**src/rtl/mem_arb_pkg.sv**
```systemverilog
`default_nettype none
// +----------------------------------------------------------------------+
// | Module      : mem_arb_pkg                                            |
// | Description : Shared encodings for the cache/memory arbiter: FSM     |
// |               states, grant owner and memory read/write direction.   |
// | Revision    : 1.0 - initial release                                  |
// +----------------------------------------------------------------------+
package mem_arb_pkg;

   typedef enum logic [1:0] {
      ST_IDLE  = 2'd0,
      ST_REQ   = 2'd1,
      ST_WDATA = 2'd2,
      ST_RDATA = 2'd3
   } state_e;

   // Grant owner; the value doubles as the index into the req/gnt vectors
   localparam logic GNT_IC = 1'b0;
   localparam logic GNT_DC = 1'b1;

   localparam logic MEM_RD = 1'b0;
   localparam logic MEM_WR = 1'b1;

endpackage
`default_nettype wire

```
**src/rtl/rr_arb2.sv**
```systemverilog
`default_nettype none
// +----------------------------------------------------------------------+
// | Module      : rr_arb2                                                |
// | Description : Two-input round-robin arbiter. A lone requester wins;  |
// |               on a tie the requester not granted last time wins.     |
// | Revision    : 1.0 - initial release                                  |
// +----------------------------------------------------------------------+
module rr_arb2
   import mem_arb_pkg::*;
(
   input  logic       clk,
   input  logic       reset,
   input  logic [1:0] req,
   input  logic       accept,
   output logic [1:0] gnt
);

   logic last_q;

   // One-hot grant selection from the current requests and last owner
   always_comb begin
      gnt = 2'b00;
      case (req)
         2'b01:   gnt = 2'b01;
         2'b10:   gnt = 2'b10;
         2'b11:   gnt = (last_q == GNT_IC) ? 2'b10 : 2'b01;
         default: gnt = 2'b00;
      endcase
   end

   // Remember the owner of every accepted grant; reset favours dcache next
   always_ff @(posedge clk or posedge reset) begin
      if (reset) begin
         last_q <= GNT_IC;
      end else if (accept && (gnt != 2'b00)) begin
         last_q <= gnt[1];
      end
   end

endmodule
`default_nettype wire

```
**src/rtl/mem_arbiter.sv**
```systemverilog
`default_nettype none
// +----------------------------------------------------------------------+
// | Module      : mem_arbiter                                            |
// | Description : Shares one main-memory port between the icache and     |
// |               dcache miss engines, one cache-line transaction at a   |
// |               time, with pass-through write and response beats.      |
// | Revision    : 1.0 - initial release                                  |
// +----------------------------------------------------------------------+
module mem_arbiter
   import mem_arb_pkg::*;
#(
   parameter int ADDR_W = 32,
   parameter int DATA_W = 128,
   parameter int BEATS  = 4
) (
   input  logic              clk,
   input  logic              reset,
   input  logic              ic_req_valid,
   input  logic [ADDR_W-1:0] ic_req_addr,
   output logic              ic_req_ready,
   output logic              ic_resp_valid,
   output logic [DATA_W-1:0] ic_resp_data,
   output logic              ic_resp_last,
   input  logic              dc_req_valid,
   input  logic              dc_req_rw,
   input  logic [ADDR_W-1:0] dc_req_addr,
   output logic              dc_req_ready,
   input  logic              dc_wdata_valid,
   input  logic [DATA_W-1:0] dc_wdata,
   output logic              dc_wdata_ready,
   output logic              dc_resp_valid,
   output logic [DATA_W-1:0] dc_resp_data,
   output logic              dc_resp_last,
   output logic              dc_wr_done,
   output logic              mem_req_valid,
   input  logic              mem_req_ready,
   output logic              mem_req_rw,
   output logic [ADDR_W-1:0] mem_req_addr,
   output logic              mem_wdata_valid,
   input  logic              mem_wdata_ready,
   output logic [DATA_W-1:0] mem_wdata,
   input  logic              mem_resp_valid,
   input  logic [DATA_W-1:0] mem_resp_data,
   output logic              busy
);

   localparam int                LINE_OFF  = $clog2(BEATS * DATA_W / 8);
   localparam int                CNT_W     = $clog2(BEATS);
   localparam logic [CNT_W-1:0]  LAST_BEAT = CNT_W'(BEATS - 1);
   localparam logic [ADDR_W-1:0] LINE_MASK = ~((ADDR_W'(1) << LINE_OFF) - ADDR_W'(1));

   state_e            state_q, state_d;
   logic              gnt_q, gnt_d;
   logic              rw_q, rw_d;
   logic              req_valid_q, req_valid_d;
   logic [ADDR_W-1:0] addr_q, addr_d;
   logic [CNT_W-1:0]  cnt_q, cnt_d;
   logic [1:0]        w_gnt;
   logic              w_is_last;

   rr_arb2 u_rr_arb2 (
      .clk    (clk),
      .reset  (reset),
      .req    ({dc_req_valid, ic_req_valid}),
      .accept (state_q == ST_IDLE),
      .gnt    (w_gnt)
   );

   assign w_is_last     = (cnt_q == LAST_BEAT);
   assign mem_req_valid = req_valid_q;
   assign mem_req_rw    = rw_q;
   assign mem_req_addr  = addr_q;
   assign busy          = (state_q != ST_IDLE);

   // Next-state, latch updates and all combinational handshake/routing outputs
   always_comb begin
      state_d         = state_q;
      gnt_d           = gnt_q;
      rw_d            = rw_q;
      req_valid_d     = req_valid_q;
      addr_d          = addr_q;
      cnt_d           = cnt_q;
      ic_req_ready    = 1'b0;
      dc_req_ready    = 1'b0;
      ic_resp_valid   = 1'b0;
      ic_resp_data    = '0;
      ic_resp_last    = 1'b0;
      dc_resp_valid   = 1'b0;
      dc_resp_data    = '0;
      dc_resp_last    = 1'b0;
      dc_wdata_ready  = 1'b0;
      dc_wr_done      = 1'b0;
      mem_wdata_valid = 1'b0;
      mem_wdata       = '0;
      case (state_q)
         ST_IDLE: begin
            ic_req_ready = w_gnt[0];
            dc_req_ready = w_gnt[1];
            if (w_gnt != 2'b00) begin
               gnt_d       = w_gnt[1];
               rw_d        = w_gnt[1] ? dc_req_rw : MEM_RD;
               addr_d      = (w_gnt[1] ? dc_req_addr : ic_req_addr) & LINE_MASK;
               req_valid_d = 1'b1;
               state_d     = ST_REQ;
            end
         end
         ST_REQ: begin
            if (mem_req_ready) begin
               req_valid_d = 1'b0;
               cnt_d       = '0;
               state_d     = (rw_q == MEM_WR) ? ST_WDATA : ST_RDATA;
            end
         end
         ST_WDATA: begin
            mem_wdata_valid = dc_wdata_valid;
            dc_wdata_ready  = mem_wdata_ready;
            mem_wdata       = dc_wdata_valid ? dc_wdata : '0;
            if (dc_wdata_valid && mem_wdata_ready) begin
               cnt_d = cnt_q + CNT_W'(1);
               if (w_is_last) begin
                  dc_wr_done = 1'b1;
                  state_d    = ST_IDLE;
               end
            end
         end
         ST_RDATA: begin
            if (mem_resp_valid) begin
               if (gnt_q == GNT_IC) begin
                  ic_resp_valid = 1'b1;
                  ic_resp_data  = mem_resp_data;
                  ic_resp_last  = w_is_last;
               end else begin
                  dc_resp_valid = 1'b1;
                  dc_resp_data  = mem_resp_data;
                  dc_resp_last  = w_is_last;
               end
               cnt_d = cnt_q + CNT_W'(1);
               if (w_is_last) begin
                  state_d = ST_IDLE;
               end
            end
         end
         default: state_d = ST_IDLE;
      endcase
   end

   // State and transaction latches; reset abandons any transfer in flight
   always_ff @(posedge clk or posedge reset) begin
      if (reset) begin
         state_q     <= ST_IDLE;
         gnt_q       <= GNT_IC;
         rw_q        <= MEM_RD;
         req_valid_q <= 1'b0;
         addr_q      <= '0;
         cnt_q       <= '0;
      end else begin
         state_q     <= state_d;
         gnt_q       <= gnt_d;
         rw_q        <= rw_d;
         req_valid_q <= req_valid_d;
         addr_q      <= addr_d;
         cnt_q       <= cnt_d;
      end
   end

endmodule
`default_nettype wire

```
**config.mk**
```make
export PLATFORM = sky130hd
export DESIGN_NAME = mem_arbiter
export DESIGN_NICKNAME = d
export VERILOG_FILES = /design/src/rtl/mem_arb_pkg.sv /design/src/rtl/rr_arb2.sv /design/src/rtl/mem_arbiter.sv
export SDC_FILE = /design/constraint.sdc
export NUM_CORES = 1
export LEC_CHECK = 0
export BUFFER_PORTS_ARGS = -buffer_cell sky130_fd_sc_hd__buf_2
export CAP_MARGIN = 40
export CORE_AREA = 5 5 289 291
export CTS_CLUSTER_SIZE = 28
export DETAILED_ROUTE_END_ITERATION = 7
export DIE_AREA = 0 0 294 296
export MAX_ROUTING_LAYER = met4
export PLACE_DENSITY = 0.3
export SYNTH_ARGS = -nofsm -noshare
export SYNTH_HDL_FRONTEND = slang
export SYNTH_HIERARCHICAL = 1
export SYNTH_SLANG_ARGS = --single-unit
```
**constraint.sdc**
```tcl
create_clock -name clk -period 3.75 [get_ports clk]
set_input_delay 0.1875 -clock clk [delete_from_list [all_inputs] [get_ports clk]]
set_output_delay 0.1875 -clock clk [all_outputs]
set_load 0.01 [all_outputs]
```
# [Word level (Yosys, flattened, before mapping)]
# Cells that the tools add are included.
[op_classes] eq_ne=11 add_sub_neg=1 n_mux=45 n_reduce_logical=11
[ops] cell="2-to-1 mux 128 bit" n=8
[ops] cell="2-to-1 mux 32 bit" n=1
[ops] cell="2-to-1 mux 1 bit" n=23
[ops] cell="2-to-1 mux 2 bit" n=9
[ops] cell="case mux 2 bit (3 select lines)" n=2
[ops] cell="equality test 2 bit (second input constant)" n=5
[ops] cell="inequality test 2 bit (second input constant)" n=4
[ops] cell="case mux 2 bit (4 select lines)" n=1
[ops] cell="AND reduction 4 bit" n=2
[ops] cell="nonzero test 2 bit" n=3
[ops] cell="equality test 2 x 1 -> 1 bit (second input constant)" n=2
[ops] cell="AND reduction 3 bit" n=1
[ops] cell="nonzero test 3 bit" n=1
[ops] cell="adder 2 x 1 -> 2 bit (second input constant)" n=1
[ops] cell="logical AND 1 bit" n=2
[ops] cell="logical NOT 2 bit" n=1
[ops] cell="case mux 1 bit (2 select lines)" n=1
[ops] cell="AND reduction 2 bit" n=1
[totals] ff_bits=34 inputBits=329 wordCells=75 output_inout_bits=428

# [Logic depth before layout (Yosys ltp)]
[depth] word_depth=5 ltp_mapped=6 mapped_depth_nobuf=5

# [Modules after synthesis]
# Netlist, hierarchy kept.
[modules_own_cells] module="mem_arbiter" area_each_um2=4398.0 n_inst=1 seq_area_each_um2=825.8 cells_per_inst=569
[modules_own_cells] module="rr_arb2" area_each_um2=58.8 n_inst=1 seq_area_each_um2=25.0 cells_per_inst=7

# [Worst setup path after synthesis]
# Ideal clock, no wire load.
[synth_path] path_type="register to register" startpoint="register u_rr_arb2.last_q" endpoint="register addr_q[16], in the netlist mem_req_addr[16]" setup_time_ns=0.125 path_buffers=2 path_slack_ns=2.058 t_arrival_ns=1.567 period_less_slack_ns=1.692 required_ns=3.625 stages_incl_launch_ff=6 path_cell_list="dfrtp_1 a21boi_0 buf_4 buf_2 mux2_2 mux2_2"
[synth_via] elab_chain_cells=4 elab_cells_between_ends=5 classes_between="mux (3); reduce/logical (2)"
[synth_lines] item="start: declaration" line="rr_arb2.sv:18" text="logic last_q;"
[synth_lines] item="start signal: assignment" line="rr_arb2.sv:36" text="last_q <= gnt[1];"
[synth_lines] item="2-to-1 mux 2 bit *" line="rr_arb2.sv:26" text="2'b11: gnt = (last_q == GNT_IC) ? 2'b10 : 2'b01;"
[synth_lines] item="case mux 2 bit (3 select lines) *" line="rr_arb2.sv:23" text="case (req)"
[synth_lines] item="named net w_gnt[1]" line="mem_arbiter.sv:58" text="logic [1:0] w_gnt;"
[synth_lines] item="nonzero test 2 bit" line="mem_arbiter.sv:99" text="if (w_gnt != 2'b00) begin"
[synth_lines] item="AND reduction 2 bit (no source line)"
[synth_lines] item="end signal: assignment" line="mem_arbiter.sv:161" text="addr_q <= addr_d;"
[synth_lines] item="end: declaration" line="mem_arbiter.sv:56" text="logic [ADDR_W-1:0] addr_q, addr_d;"
# Mark *: on every way through the listed nets, which the timed path passes. The rest lies on a longest branch.
# A chain may end at the register's enable or synchronous reset.

# [Final worst setup path]
[layout_path] startpoint="register state_q[0]" endpoint="output port dc_resp_data[3]"
[layout_via] elab_chain_cells=2
[layout_lines] item="start: declaration" line="mem_arbiter.sv:52" text="state_e state_q, state_d;"
[layout_lines] item="start signal: assignment" line="mem_arbiter.sv:157" text="state_q <= state_d;"
[layout_lines] item="equality test 2 bit" line="mem_arbiter.sv:95" text="case (state_q)"
[layout_lines] item="2-to-1 mux 128 bit" line="mem_arbiter.sv:95"
[layout_lines] item="end: declaration" line="mem_arbiter.sv:32" text="output logic [DATA_W-1:0] dc_resp_data,"
# No other way between the ends.

==> run_results.csv <==
group,metric,value,unit
routing,dr.first_iter.drc_count,301,
global_routing,track_usage,10.27,%
timing,holdWs,0.1092,ns
finish,nets,1609,
min_path,holdPathStages,2,
finish,drive_gt1_share,63.44,%
routing,via_per_inst,2.850,
critical_path,cp_data_arrival_time,2.36,ns
job,maxCapViolCount,0,
critical_path,reg2reg_slack,1.84,ns
critical_path,crit_type,"reg -> out",
floorplan,core,80290,µm²
yosys,synth_top_area_share,54.32,%
yosys,avgSynthCellArea,7.737,µm²
timing,period_share,67.94,%
routing,vias,6735,
yosys,ys_types,36,
placed_design,port_buffers,738,
yosys,ys_warn_count,6,
yosys,synthFlopType,"dfrtp_1",
clock_network,cts_buffer_depth,2,
clock_network,clock-sinks,34,
placed_design,gp_congestion,0.8832,
yosys,synth_async_sr_flop_share,100.0,%
yosys,synth_seq_cells,34,
clock_network,clk_pin_slew,0.06,ns
clock_network,cts_tree,"built",
timing,fin_setup_tns,0,ns
floorplan,die_h,296,µm
routing,wire_per_inst,20.43,µm
placed_design,dp_hpwl,43800,µm
pwr,ir_drop,0.0002639,V
timing,fin_crit,2.548,ns
critical_path,cp_max_fo,130,
timing,slew_headroom,60.25,%
global_routing,grt_pass1_wl,59680,µm
clock_network,root_buffer,"clkbuf_16",
floorplan,die_w,294,µm
clock_network,cts_resized,0,
yosys,yosysMostFrequentCell,"and2_1",
routing,drtPass1Iterations,6,
yosys,yosysSeqAreaShare,19.09,%
critical_path,worstPathRequired,3.56,ns
routing,ant_nets,0,
yosys,synth-edff-count,0,
global_routing,first_global_vias,6729,
critical_path,cp-start-kind,"flop",
timing,rsz0062_at_grt,"false",
global_routing,grt_max_degree,131,
timing,fmax,392.5,MHz
timing,finClkSkew,0.007193,ns
yosys,netlist_top_cells_count,"387 x and2_1, 51 x mux2_2, 34 x dfrtp_1",
critical_path,worst_r2r_path_depth,6,
routing,postRouteWirelength,48280,µm
timing,slew_viol_final,0,
routing,drcViolationCount,0,
yosys,syn-cell-area,4457,µm²
global_routing,grt_antenna_before_repair,41,
yosys,yosys.area.top_type,"and2_1",
timing,setup_violations,0,
pwr,p_leak,0.005498,µW
clock_network,htreeDepth,2,
min_path,min_path_type,"in -> reg",
finish,syn2layout_area_growth,114.2,%
floorplan,floorplan.initialDensity,5.551,%
finish,nFillCells,9453,
clock_network,clk-insertion-delay-late,0.30,ns
yosys,synthTopCellsByArea,"and2_1 54%, dfrtp_1 19%, mux2_2 13%",
pwr,power_density,429.7,nW/µm²
timing,worst_slew_pin_slew,0.5962,ns
floorplan,io_pins,757,
timing,hold_violations,0,
critical_path,worstSetupEndpointType,"output pin",
clock_network,numCtsBuffers,5,
yosys,postSynthCellCount,576,
floorplan,fp-row-count,104,
floorplan,die-area,87020,µm²
global_routing,grt_overflow,0,
status,status,"complete, no violations",
-- kinds of logic after synthesis --
group                      Yosys count  share of synthesized area [%]
AOI/OAI and AO/OA                   16                          2.471
adders and majority gates            1                         0.2807
buffers and inverters               62                          7.299
DFF                                 34                          19.09
muxes                               52                          13.14
other                                1                        0.08414
and+or+nand+nor                    410                          57.64
-- worst paths after layout --
check                                 start          endpoint
max reg2reg                u_rr_arb2/last_q  mem_req_addr[15]
min                               dc_req_rw        mem_req_rw
min in group asynchronous             reset  u_rr_arb2/last_q
max in group asynchronous             reset   mem_req_addr[9]
min reg2reg                 mem_req_addr[8]   mem_req_addr[8]
max                              state_q[0]   dc_resp_data[3]
-- flip-flops by register name (all words and copies together), names as in the netlist --
name / count
u_rr_arb2/last_q: 1
state_q: 2
mem_req_addr: 26
cnt_q: 2
mem_req_rw: 1
gnt_q: 1
mem_req_valid: 1
-- per-layer routing --
metal | routed length, µm | GRT usage, % | up-vias
met4 | 284 | 0.9537 | 0
li1 | - | - | 3208
met2 | 21480 | 15.66 | 414
met3 | 5608 | 6.014 | 19
met5 | 0 | - | -
met1 | 20900 | 12.20 | 3094
-- layout make-up --
class                      instances  area [µm²]  share of cell area [%]
sequential                        34       850.8                   8.912
clock buffer                       7       142.6                   1.494
antenna                           23       57.56                  0.6029
tap                             1060        1326                   13.89
inverter                           6       22.52                  0.2359
clock inverter                     1       5.005                 0.05242
timing repair buffer             747        3821                   40.03
multi-input combinational        485        3321                   34.78
-- stage by stage --
stage	util (%)	std cells	worst slack, ns	area [µm²]	total power (µW)
final	11.89	2363	1.202	9547	4103
after global placement	11.59	2330	1.434	9304	3747
after CTS	11.82	2340	1.205	9489	4247
after floorplan	-	581	2.058	4476	2228
after detailed placement	11.62	2331	1.539	9331	3763
after global routing	11.87	2356	1.121	9529	4445
-- repair_timing --
item                                   in CTS  in global routing
endpoints found under the hold margin       1                  0
buffers inserted                            0                  0
hold buffers                                1                  0
-- power breakdown --
part	internal, µW	total, µW	switching [µW]
clock	264	442	178
sequential	555	678	122
combinational	1290	2980	1690
-- cell usage in the layout, fill, tap and decap left out, drive strengths merged --
| cell | netlist | layout |
|---|---|---|
| nand3 | 1 | 1 |
| a21o | 1 | 1 |
| nand4 | 1 | 1 |
| clkbuf | 39 | 7 |
| and3b | 3 | 3 |
| buf | 17 | 746 |
| or3 | 1 | 1 |
| nor3 | 1 | 1 |
| a22o | 1 | 1 |
| nand3b | 1 | 1 |
| a32o | 1 | 1 |
| nor2 | 3 | 3 |
| dlygate4sd3 | 0 | 1 |
| a31oi | 2 | 2 |
| inv | 6 | 6 |
| nor2b | 1 | 1 |
| dfrtp | 34 | 34 |
| and3 | 2 | 2 |
| nor3b | 1 | 1 |
| and2 | 388 | 388 |
| a21boi | 2 | 2 |
| diode | 0 | 23 |
| nand2 | 7 | 7 |
| a21oi | 2 | 2 |
| conb | 1 | 6 |
| mux2 | 52 | 52 |
| o211ai | 3 | 3 |
| clkinv | 0 | 1 |
| ha | 1 | 1 |
| o21ai | 3 | 3 |
| a2bb2oi | 1 | 1 |
-- worst max-delay path, stage by stage, from the launching register on --
cell and delay, ns:
dfrtp_1 0.60, and2_2 0.27, and3_2 0.21, buf_12 0.26, and2_1 0.33, buf_2 0.17
Power figures use the tool's default switching activity.
